`src/rtl/uart_tx_arbiter_if.sv`:
```
// Bus bundle between two byte requesters and the shared UART transmitter:
// per-requester valid/data/ready plus the serial line and status outputs.
interface uart_tx_arbiter_if;
  logic       req0_valid;
  logic [7:0] req0_data;
  logic       req0_ready;
  logic       req1_valid;
  logic [7:0] req1_data;
  logic       req1_ready;
  logic       uart_tx;
  logic       busy;
  logic       grant;
  logic       frame_done;

  modport master (
    output req0_valid, req0_data, req1_valid, req1_data,
    input  req0_ready, req1_ready, uart_tx, busy, grant, frame_done
  );

  modport slave (
    input  req0_valid, req0_data, req1_valid, req1_data,
    output req0_ready, req1_ready, uart_tx, busy, grant, frame_done
  );
endinterface

```
`src/rtl/uart_tx_arbiter.sv`:
```
// Two-requester round-robin arbiter feeding an 8N1 UART transmitter that
// sends one bit per clock, followed by GAP_BITS idle bit times per frame.
module uart_tx_arbiter #(
  parameter int unsigned GAP_BITS = 1
) (
  input  logic             clk,
  input  logic             reset,
  uart_tx_arbiter_if.slave bus
);

  typedef enum logic [2:0] {
    S_IDLE  = 3'd0,
    S_START = 3'd1,
    S_DATA  = 3'd2,
    S_STOP  = 3'd3,
    S_GAP   = 3'd4
  } state_t;

  localparam logic [3:0] GAP_LAST = (GAP_BITS == 0) ? 4'd0 : 4'(GAP_BITS - 1);

  state_t     r_state;
  state_t     w_next_state;
  logic [7:0] r_shift;
  logic [2:0] r_bit_cnt;
  logic [3:0] r_gap_cnt;
  logic       r_ptr;
  logic       r_grant;
  logic       r_tx;
  logic       r_busy;
  logic       r_frame_done;
  logic       w_sel;
  logic       w_ready0;
  logic       w_ready1;
  logic       w_hs;
  logic       w_done;

  // Round-robin pick: the pointer only breaks ties, a lone requester always wins.
  always_comb begin
    w_sel = 1'b0;
    if (bus.req0_valid && bus.req1_valid) begin
      w_sel = r_ptr;
    end else if (bus.req1_valid) begin
      w_sel = 1'b1;
    end else begin
      w_sel = 1'b0;
    end
  end

  assign w_ready0 = (r_state == S_IDLE) && !reset && bus.req0_valid && !w_sel;
  assign w_ready1 = (r_state == S_IDLE) && !reset && bus.req1_valid &&  w_sel;
  assign w_hs     = w_ready0 || w_ready1;

  // State register.
  always_ff @(posedge clk or posedge reset) begin
    if (reset) begin
      r_state <= S_IDLE;
    end else begin
      r_state <= w_next_state;
    end
  end

  // Next-state decode; w_done marks the return to IDLE that ends a frame.
  always_comb begin
    w_next_state = r_state;
    w_done       = 1'b0;
    case (r_state)
      S_IDLE: begin
        if (w_hs) begin
          w_next_state = S_START;
        end else begin
          w_next_state = S_IDLE;
        end
      end
      S_START: begin
        w_next_state = S_DATA;
      end
      S_DATA: begin
        if (r_bit_cnt == 3'd7) begin
          w_next_state = S_STOP;
        end else begin
          w_next_state = S_DATA;
        end
      end
      S_STOP: begin
        if (GAP_BITS == 0) begin
          w_next_state = S_IDLE;
          w_done       = 1'b1;
        end else begin
          w_next_state = S_GAP;
        end
      end
      S_GAP: begin
        if (r_gap_cnt == GAP_LAST) begin
          w_next_state = S_IDLE;
          w_done       = 1'b1;
        end else begin
          w_next_state = S_GAP;
        end
      end
      default: begin
        w_next_state = S_IDLE;
      end
    endcase
  end

  // Datapath: the line value registered here is what the state entered this edge emits.
  always_ff @(posedge clk or posedge reset) begin
    if (reset) begin
      r_shift      <= 8'd0;
      r_bit_cnt    <= 3'd0;
      r_gap_cnt    <= 4'd0;
      r_ptr        <= 1'b0;
      r_grant      <= 1'b0;
      r_tx         <= 1'b1;
      r_busy       <= 1'b0;
      r_frame_done <= 1'b0;
    end else begin
      r_busy       <= (w_next_state != S_IDLE);
      r_frame_done <= w_done;
      case (r_state)
        S_IDLE: begin
          if (w_hs) begin
            r_shift <= w_sel ? bus.req1_data : bus.req0_data;
            r_grant <= w_sel;
            r_ptr   <= ~w_sel;
            r_tx    <= 1'b0;
          end else begin
            r_tx    <= 1'b1;
          end
        end
        S_START: begin
          r_tx      <= r_shift[0];
          r_shift   <= {1'b0, r_shift[7:1]};
          r_bit_cnt <= 3'd0;
        end
        S_DATA: begin
          // Count k emits bit k+1; at count 7 the stop bit goes out and the counter wraps.
          r_bit_cnt <= r_bit_cnt + 3'd1;
          if (r_bit_cnt == 3'd7) begin
            r_tx    <= 1'b1;
          end else begin
            r_tx    <= r_shift[0];
            r_shift <= {1'b0, r_shift[7:1]};
          end
        end
        S_STOP: begin
          r_tx      <= 1'b1;
          r_gap_cnt <= 4'd0;
        end
        S_GAP: begin
          r_tx <= 1'b1;
          if (r_gap_cnt == GAP_LAST) begin
            r_gap_cnt <= 4'd0;
          end else begin
            r_gap_cnt <= r_gap_cnt + 4'd1;
          end
        end
        default: begin
          r_tx <= 1'b1;
        end
      endcase
    end
  end

  assign bus.req0_ready = w_ready0;
  assign bus.req1_ready = w_ready1;
  assign bus.uart_tx    = r_tx;
  assign bus.busy       = r_busy;
  assign bus.grant      = r_grant;
  assign bus.frame_done = r_frame_done;

endmodule

```
`src/flat_wrapper.sv`:
```
// flat-port wrapper written by rule: the top's interface ports become plain ports
module uart_tx_arbiter_flat 
#(
  parameter int unsigned GAP_BITS = 1
)
  (clk, reset, bus_req0_valid, bus_req0_data, bus_req1_valid, bus_req1_data, bus_req0_ready, bus_req1_ready, bus_uart_tx, bus_busy, bus_grant, bus_frame_done);
  uart_tx_arbiter_if bus_i ();
  input  logic clk;
  input  logic reset;
  input wire logic [$bits(bus_i.req0_valid)-1:0] bus_req0_valid;
  input wire logic [$bits(bus_i.req0_data)-1:0] bus_req0_data;
  input wire logic [$bits(bus_i.req1_valid)-1:0] bus_req1_valid;
  input wire logic [$bits(bus_i.req1_data)-1:0] bus_req1_data;
  output wire logic [$bits(bus_i.req0_ready)-1:0] bus_req0_ready;
  output wire logic [$bits(bus_i.req1_ready)-1:0] bus_req1_ready;
  output wire logic [$bits(bus_i.uart_tx)-1:0] bus_uart_tx;
  output wire logic [$bits(bus_i.busy)-1:0] bus_busy;
  output wire logic [$bits(bus_i.grant)-1:0] bus_grant;
  output wire logic [$bits(bus_i.frame_done)-1:0] bus_frame_done;
  assign bus_i.req0_valid = bus_req0_valid;
  assign bus_i.req0_data = bus_req0_data;
  assign bus_i.req1_valid = bus_req1_valid;
  assign bus_i.req1_data = bus_req1_data;
  assign bus_req0_ready = bus_i.req0_ready;
  assign bus_req1_ready = bus_i.req1_ready;
  assign bus_uart_tx = bus_i.uart_tx;
  assign bus_busy = bus_i.busy;
  assign bus_grant = bus_i.grant;
  assign bus_frame_done = bus_i.frame_done;
  uart_tx_arbiter #(.GAP_BITS(GAP_BITS)) u_core (.clk(clk), .reset(reset), .bus(bus_i));
endmodule
```
`config.mk`:
```
export PLATFORM = sky130hd
export DESIGN_NAME = uart_tx_arbiter_flat
export DESIGN_NICKNAME = d
export VERILOG_FILES = /design/src/rtl/uart_tx_arbiter_if.sv /design/src/rtl/uart_tx_arbiter.sv /design/src/flat_wrapper.sv
export SDC_FILE = /design/constraint.sdc
export NUM_CORES = 1
export LEC_CHECK = 0
export CAP_MARGIN = 20
export CORE_MARGIN = 2
export CORE_UTILIZATION = 40
export DETAILED_ROUTE_END_ITERATION = 6
export SYNTH_ARGS = -nofsm -noshare
export SYNTH_HDL_FRONTEND = slang
export SYNTH_SLANG_ARGS = --single-unit
```
`constraint.sdc`:
```
create_clock -name clk -period 4.1 [get_ports clk]
set_input_delay 1.025 -clock clk [delete_from_list [all_inputs] [get_ports clk]]
set_output_delay 1.025 -clock clk [all_outputs]
set_load 0.01 [all_outputs]
```
==> impl_metrics.py, run 1 <==
metrics = {
    "sta": {
        "hold_viol": 0,
        "tightest_slew_ns": 0.9121,
        "setup_tns_ns": 0,
        "clock_skew_ns": 0.008754,
        "fmax_ghz": 0.2723,
        "report.final.slew_viol_count": 0,
        "finalCriticalPeriod_ns": 3.673,
        "fin_crit_sh_pct": 89.58,
        "rsz0062_at_grt": "false",
        "maxSlewHeadroom_pct": 39.13,
        "setup_viol": 0,
    },
    "critical_path": {
        "path_class": "in2out",
        "cp.required_ns": 3.07,
        "r2r-start": "u_core.r_bit_cnt[0]",
        "critPathMaxFanout": 4,
        "endpoint_kind": "primary output",
        "critPathTopFamily": "buffers and inverters",
        "cp_slowest_cell": "clkdlybuf4s50_1",
        "crit_path_start_kind": "input port",
        "cp.buffers_inverters": 3,
        "path_common_cell": "clkdlybuf4s50_1",
        "worstSetupStartpoint": "reset",
        "ff2ff_setup_slack_ns": 2.17,
        "slowest_delay_ns": 0.55,
        "cp.arrival_ns": 2.65,
        "worstPathCellList": "clkdlybuf4s50_1 -> nor4_1 -> buf_4 -> nand2_1 -> a21oi_1 -> clkdlybuf4s50_1",
    },
    "floorplanning": {
        "die_x_um": 60.49,
        "rows": 20,
        "die-area_um2": 3658,
        "initial_utilization_pct": 41.80,
        "coreArea_um2": 3053,
        "ios": 26,
        "die_y_um": 60.49,
    },
    "clocking": {
        "clk_pin_slew_worst_paths_ns": 0.13,
        "cts_buffer_depth": 2,
        "post_cts_buffers": 0,
        "postCtsHoldBufs": 0,
        "ctsHtreeMaxLevel": 1,
        "worst_skew_pair.late_latency_ns": 0.32,
        "cts_tree": "done",
        "ctsResizeCount": 0,
        "clock_sinks": 23,
        "cts_inserted_buffers": 3,
        "root_buffer": "clkbuf_4",
    },
    "synthesis": {
        "netlist_area_um2": 1276,
        "synth_seq_area_share_pct": 45.20,
        "ys_seq_elements": 23,
        "yosysWarningCount": 0,
        "syn_nets": 157,
        "syn_inst": 133,
        "avgSynthCellArea_um2": 9.596,
        "synth_cell_types": 34,
    },
    "flow_run": {
        "max-cap-violations": 0,
    },
    "global_routing": {
        "grt_pass1_vias": 996,
        "antenna_found_initial": 0,
        "grt_pass1_wl_um": 4629,
        "grt_start_max_net_pins": 24,
        "grt-ovfl-total": 0,
        "grt_util_all_layers_pct": 16.98,
    },
    "status": {
        "status": "completed",
    },
    "drt": {
        "drc": 0,
        "dr.pass1.iters": 4,
        "drt_iter0_markers": 47,
        "num_vias": 1051,
        "routed_wl_um": 2684,
        "viasPerCell": 5.229,
        "drt-wirelength-per-cell_um": 13.35,
        "antenna_left": 0,
    },
    "worst_hold_path": {
        "hold_class": "reg2reg",
        "worstHoldStart": "u_core.r_shift[0]",
    },
    "layout": {
        "instances_no_fill": 201,
        "n_antenna_cell": 0,
        "layout_common_cells": "clkdlybuf4s50_1, dfrtp_1, o21ai_0, nand2_1, nand3_1",
        "fin_nets": 182,
        "final_common_cell": "clkdlybuf4s50_1",
        "drive_gt1_share_pct": 12.74,
        "area_growth_syn_to_layout_pct": 24.31,
        "seq_area_um2": 576.8,
        "multi_input_area_um2": 635.6,
        "fill_cells": 305,
    },
    "place": {
        "gp_congestion": 0.7686,
        "dp_hpwl_um": 1991,
        "place.port_buffers": 25,
        "dpl.cell_count": 197,
    },
    "pwr": {
        "ir_worst_vdd_uv": 214.4,
        "p_per_area_nw_per_um2": 652.2,
        "power_leakage_uw": 0.0006668,
    },
}
routing by layer:
metal | global-route usage, % | wire length (um) | vias to the layer above
met3 | 2.559 | 103 | 2
met1 | 21.57 | 1203 | 495
met4 | 5.590 | 13 | 0
li1 | - | - | 528
met2 | 29.66 | 1363 | 26
met5 | 0 | 0 | -
worst min-delay path: stages, from the launching register on:
cell and delay (ns):
dfrtp_1 0.40, nand2_1 0.06, nand2_1 0.04
flip-flops by register name, summed over array words and instances, names as in the netlist:
name	cells
u_core.bus.uart_tx	1
u_core.bus.grant	1
u_core.bus.busy	1
u_core.r_shift	8
u_core.bus.frame_done	1
u_core.r_ptr	1
u_core.r_bit_cnt	3
u_core.r_state	3
u_core.r_gap_cnt	4
power breakdown:
part | total (uW) | internal, uW | leakage (uW) | switching, uW
registers | 413 | 325 | 0.000284 | 87.2
logic | 513 | 265 | 0.000365 | 247
clock network | 109 | 36.5 | 0.0000177 | 72.9
total | 1030 | 627 | 0.000667 | 407
Yosys cell counts:
| master | number | area (um^2) |
|---|---|---|
| buf_6 | 1 | 11.26 |
| a211oi_1 | 1 | 7.510 |
| or3_4 | 1 | 11.26 |
| a31oi_1 | 8 | 50.05 |
| nand4_1 | 1 | 6.260 |
| ha_1 | 4 | 50.05 |
| dfstp_2 | 1 | 26.28 |
| nand3_1 | 9 | 45.04 |
| nor3_1 | 7 | 35.03 |
| a21oi_1 | 6 | 30.03 |
| or3b_2 | 1 | 8.760 |
| nor3b_1 | 2 | 15.01 |
| a21o_1 | 2 | 15.01 |
| or3b_1 | 1 | 8.760 |
| a21oi_4 | 1 | 16.27 |
| nor2_1 | 6 | 22.52 |
| mux2i_1 | 3 | 30.03 |
| mux2_2 | 8 | 90.09 |
| nor2b_1 | 1 | 6.260 |
| and3_1 | 1 | 6.260 |
| or2_1 | 1 | 6.260 |
| buf_2 | 3 | 15.01 |
| o21a_1 | 1 | 7.510 |
| nand2b_1 | 2 | 12.51 |
| inv_1 | 6 | 22.52 |
| nand2_1 | 9 | 33.78 |
| o21ai_0 | 15 | 75.07 |
| dfrtp_1 | 22 | 550.5 |
| a311oi_1 | 1 | 8.760 |
| xnor2_2 | 1 | 16.27 |
| clkbuf_1 | 3 | 11.26 |
| a22oi_1 | 2 | 15.01 |
| inv_2 | 1 | 3.750 |
| nor4_1 | 1 | 6.260 |
cell families (layout without fill, tap and decap cells):
| family | count (synthesis) | in the layout | synth area share (%) |
|---|---|---|---|
| xor gates and xnor gates | 1 | 1 | 1.275 |
| AOI/OAI and AO/OA | 37 | 37 | 17.65 |
| muxes | 11 | 11 | 9.412 |
| DFF | 23 | 23 | 45.20 |
| buffers and inverters | 14 | 38 | 4.999 |
| and+or+nand+nor | 43 | 43 | 17.55 |
| adders and majority gates | 4 | 4 | 3.922 |
final timing paths:
path,cells after the start,to
worst max register to register,6,u_core.r_shift[0]
worst min register to register,2,u_core.bus.uart_tx
max in group asynchronous,2,u_core.r_gap_cnt[3]
worst min-delay path,2,u_core.bus.uart_tx
worst max-delay path,6,bus_req0_ready
min in group asynchronous,2,u_core.r_bit_cnt[1]
area by class of cell:
class                   count  share of cell area (%)
inverters                   7                   1.656
multi-input cells          96                   40.06
clock buffers               3                   1.420
clock inverters             1                  0.3155
flip-flops and latches     23                   36.36
well taps                  44                   3.470
repair buffers             27                   16.72
through the flow:
step,setup slack [ns],total power (uW),instance area [um^2],utilization [%],hold WS (ns)
final,0.4270,1035,1587,51.97,0.4842
after detailed placement,0.4473,938.9,1559,51.07,0.4641
after floorplan,1.381,801.5,1276,-,0.4420
after global placement,0.4838,923.0,1559,51.07,0.4613
after global routing,0.3041,1136,1587,51.97,0.5092
after CTS,0.4294,1051,1587,51.97,0.4894
Power figures use the tool's default switching activity.
==> inputs of run 2 (changes only) <==
--- a/config.mk
+++ b/config.mk
@@ -5,7 +5,6 @@
 export SDC_FILE = /design/constraint.sdc
 export NUM_CORES = 1
 export LEC_CHECK = 0
-export CAP_MARGIN = 20
 export CORE_MARGIN = 2
 export CORE_UTILIZATION = 40
 export DETAILED_ROUTE_END_ITERATION = 6
==> results of run 2 <==
No change in the layout: final DEF, timing and power equal those of run 1.
==> inputs of run 3 (changes only) <==
--- a/config.mk
+++ b/config.mk
@@ -8,6 +8,8 @@
 export CORE_MARGIN = 2
 export CORE_UTILIZATION = 40
 export DETAILED_ROUTE_END_ITERATION = 6
+export PLACE_DENSITY = 0.69
+export SKIP_LAST_GASP = 1
 export SYNTH_ARGS = -nofsm -noshare
 export SYNTH_HDL_FRONTEND = slang
 export SYNTH_SLANG_ARGS = --single-unit
==> impl_metrics.py, run 3 (synthesis gave the netlist of run 1 again) <==
metrics = {
    "status": {
        "status": "completed",
    },
    "pwr": {
        "switching_share_pct": 38.70,
        "clockPowerShare_pct": 10.0,
        "power_leakage_uw": 0.0006721,
        "ir_worst_vdd_uv": 244.0,
        "p_per_area_nw_per_um2": 646.0,
        "power.switching_uw": 398.6,
        "combPwrFrac_pct": 51.1,
        "seq_power_share_pct": 38.9,
        "p_int_uw": 631.3,
    },
    "sta": {
        "setup_tns_ns": 0,
        "fin_crit_sh_pct": 89.84,
        "finalCriticalPeriod_ns": 3.684,
        "rsz0062_at_grt": "false",
        "fmax_ghz": 0.2715,
        "hold_viol": 0,
        "tightest_slew_ns": 0.8807,
        "maxSlewHeadroom_pct": 41.23,
        "clock_skew_ns": 0.001590,
        "setup_ws_ns": 0.4164,
        "setup_viol": 0,
        "report.final.slew_viol_count": 0,
    },
    "floorplanning": {
        "initial_utilization_pct": 41.80,
        "die_y_um": 60.49,
        "ios": 26,
        "die-area_um2": 3658,
        "coreArea_um2": 3053,
        "rows": 20,
        "die_x_um": 60.49,
    },
    "flow_run": {
        "max-cap-violations": 0,
    },
    "layout": {
        "fill_cells": 319,
        "drive_gt1_share_pct": 13.29,
        "largest-register": "u_core.r_shift",
        "top_regs": "u_core.r_shift: 8 flops, u_core.r_gap_cnt: 4 flops",
        "layout_common_cells": "clkdlybuf4s50_1, dfrtp_1, o21ai_0, nand2_1, nand3_1",
        "final_common_cell": "clkdlybuf4s50_1",
        "finish.instance_area_um2": 1594,
        "instances_no_fill": 202,
        "largest_register_ffs": 8,
        "n_antenna_cell": 0,
        "area_growth_syn_to_layout_pct": 24.90,
        "fin_nets": 183,
    },
    "drt": {
        "drt_iter0_markers": 31,
        "viasPerCell": 5.297,
        "antenna_left": 0,
        "num_vias": 1070,
        "drc": 0,
        "dr.pass1.iters": 4,
        "routed_wl_um": 2588,
        "drt-wirelength-per-cell_um": 12.81,
    },
    "worst_hold_path": {
        "hold_class": "reg2reg",
    },
    "clocking": {
        "root_buffer": "clkbuf_4",
        "cts_tree": "done",
        "clock_sinks": 23,
        "cts_inserted_buffers": 3,
        "postCtsHoldBufs": 0,
        "worst_skew_pair.late_latency_ns": 0.30,
        "post_cts_buffers": 0,
        "ctsResizeCount": 0,
        "cts_buffer_depth": 2,
        "clk_pin_slew_worst_paths_ns": 0.12,
        "ctsHtreeMaxLevel": 1,
    },
    "global_routing": {
        "grt-ovfl-total": 0,
        "antenna_found_initial": 0,
        "grt_pass1_vias": 1096,
        "grt_start_max_net_pins": 24,
        "grt_pass1_wl_um": 4588,
        "grt_util_all_layers_pct": 16.30,
    },
    "place": {
        "place.port_buffers": 25,
        "dp_hpwl_um": 1991,
        "pre_cts_slack_ns": 0.4168,
        "dpl.cell_count": 198,
        "dpl_cell_area_um2": 1567,
        "gp_congestion": 0.7901,
    },
    "critical_path": {
        "cp_slowest_cell": "clkdlybuf4s50_1",
        "endpoint_kind": "primary output",
        "crit_path_start_kind": "input port",
        "worstPathCellList": "clkdlybuf4s50_1 -> nor4_1 -> buf_4 -> nand2_1 -> a21oi_1 -> clkdlybuf4s50_1",
        "path_class": "in2out",
        "cp.required_ns": 3.07,
        "path_common_cell": "clkdlybuf4s50_1",
        "critPathMaxFanout": 4,
        "cp.arrival_ns": 2.66,
        "slowest_delay_ns": 0.56,
    },
}
run 3: cell count changes in the layout (fill, tap and decap cells not counted):
| cell | delta |
|---|---|
| buf_4 | +1 |
run 3: metal layers:
metal | track usage [%] | vias to the layer above | wire length [um]
li1 | - | 530 | -
met1 | 20.48 | 513 | 1178
met2 | 28.88 | 25 | 1306
met3 | 2.559 | 2 | 90
met4 | 4.969 | 0 | 12
met5 | 0 | - | 0
run 3: critical path: cells and delay by family:
kind	cells	cell delay [ns]
AOI/OAI and AO/OA	1	0.15
buffers and inverters	3	1.21
and+or+nand+nor	2	0.27
run 3: power by group through the flow:
| stage | registers (uW) | logic, uW | clock network (uW) |
|---|---|---|---|
| after floorplan | 385 | 416 | 0 |
| after global placement | 401 | 514 | 0 |
| after detailed placement | 404 | 529 | 0 |
| after CTS | 400 | 530 | 110 |
| after global routing | 416 | 595 | 121 |
| final | 401 | 526 | 103 |
run 3: layout make-up:
class	instances	area, um^2	area share, %
Multi-Input combinational cell	96	635.6	39.87
Timing Repair Buffer	28	272.8	17.11
Sequential cell	23	576.8	36.19
Tap cell	44	55.05	3.454
Inverter	7	26.28	1.648
Clock inverter	1	5.005	0.3140
Clock buffer	3	22.52	1.413
run 3: metrics by stage:
stage                     hold slack (ns)  util, %  total power [uW]
after detailed placement           0.4633    51.31             933.7
after global routing               0.5193    52.21              1131
after global placement             0.4619    51.31             914.9
after CTS                          0.4863    52.21              1041
final                              0.4842    52.21              1030
after floorplan                    0.4420        -             801.5
run 3: worst paths after layout:
| check | start | end | slack [ns] | cells after the start |
|---|---|---|---|---|
| worst max-delay path | reset | bus_req0_ready | 0.42 | 6 |
| worst min-delay path | u_core.r_shift[0] | u_core.bus.uart_tx | 0.48 | 2 |
| worst max register to register | u_core.r_bit_cnt[0] | u_core.r_shift[3] | 2.18 | 6 |
| worst min register to register | u_core.r_shift[0] | u_core.bus.uart_tx | 0.48 | 2 |
| max in group asynchronous | reset | u_core.r_ptr | 2.25 | 2 |
| min in group asynchronous | reset | u_core.r_bit_cnt[0] | 1.31 | 2 |
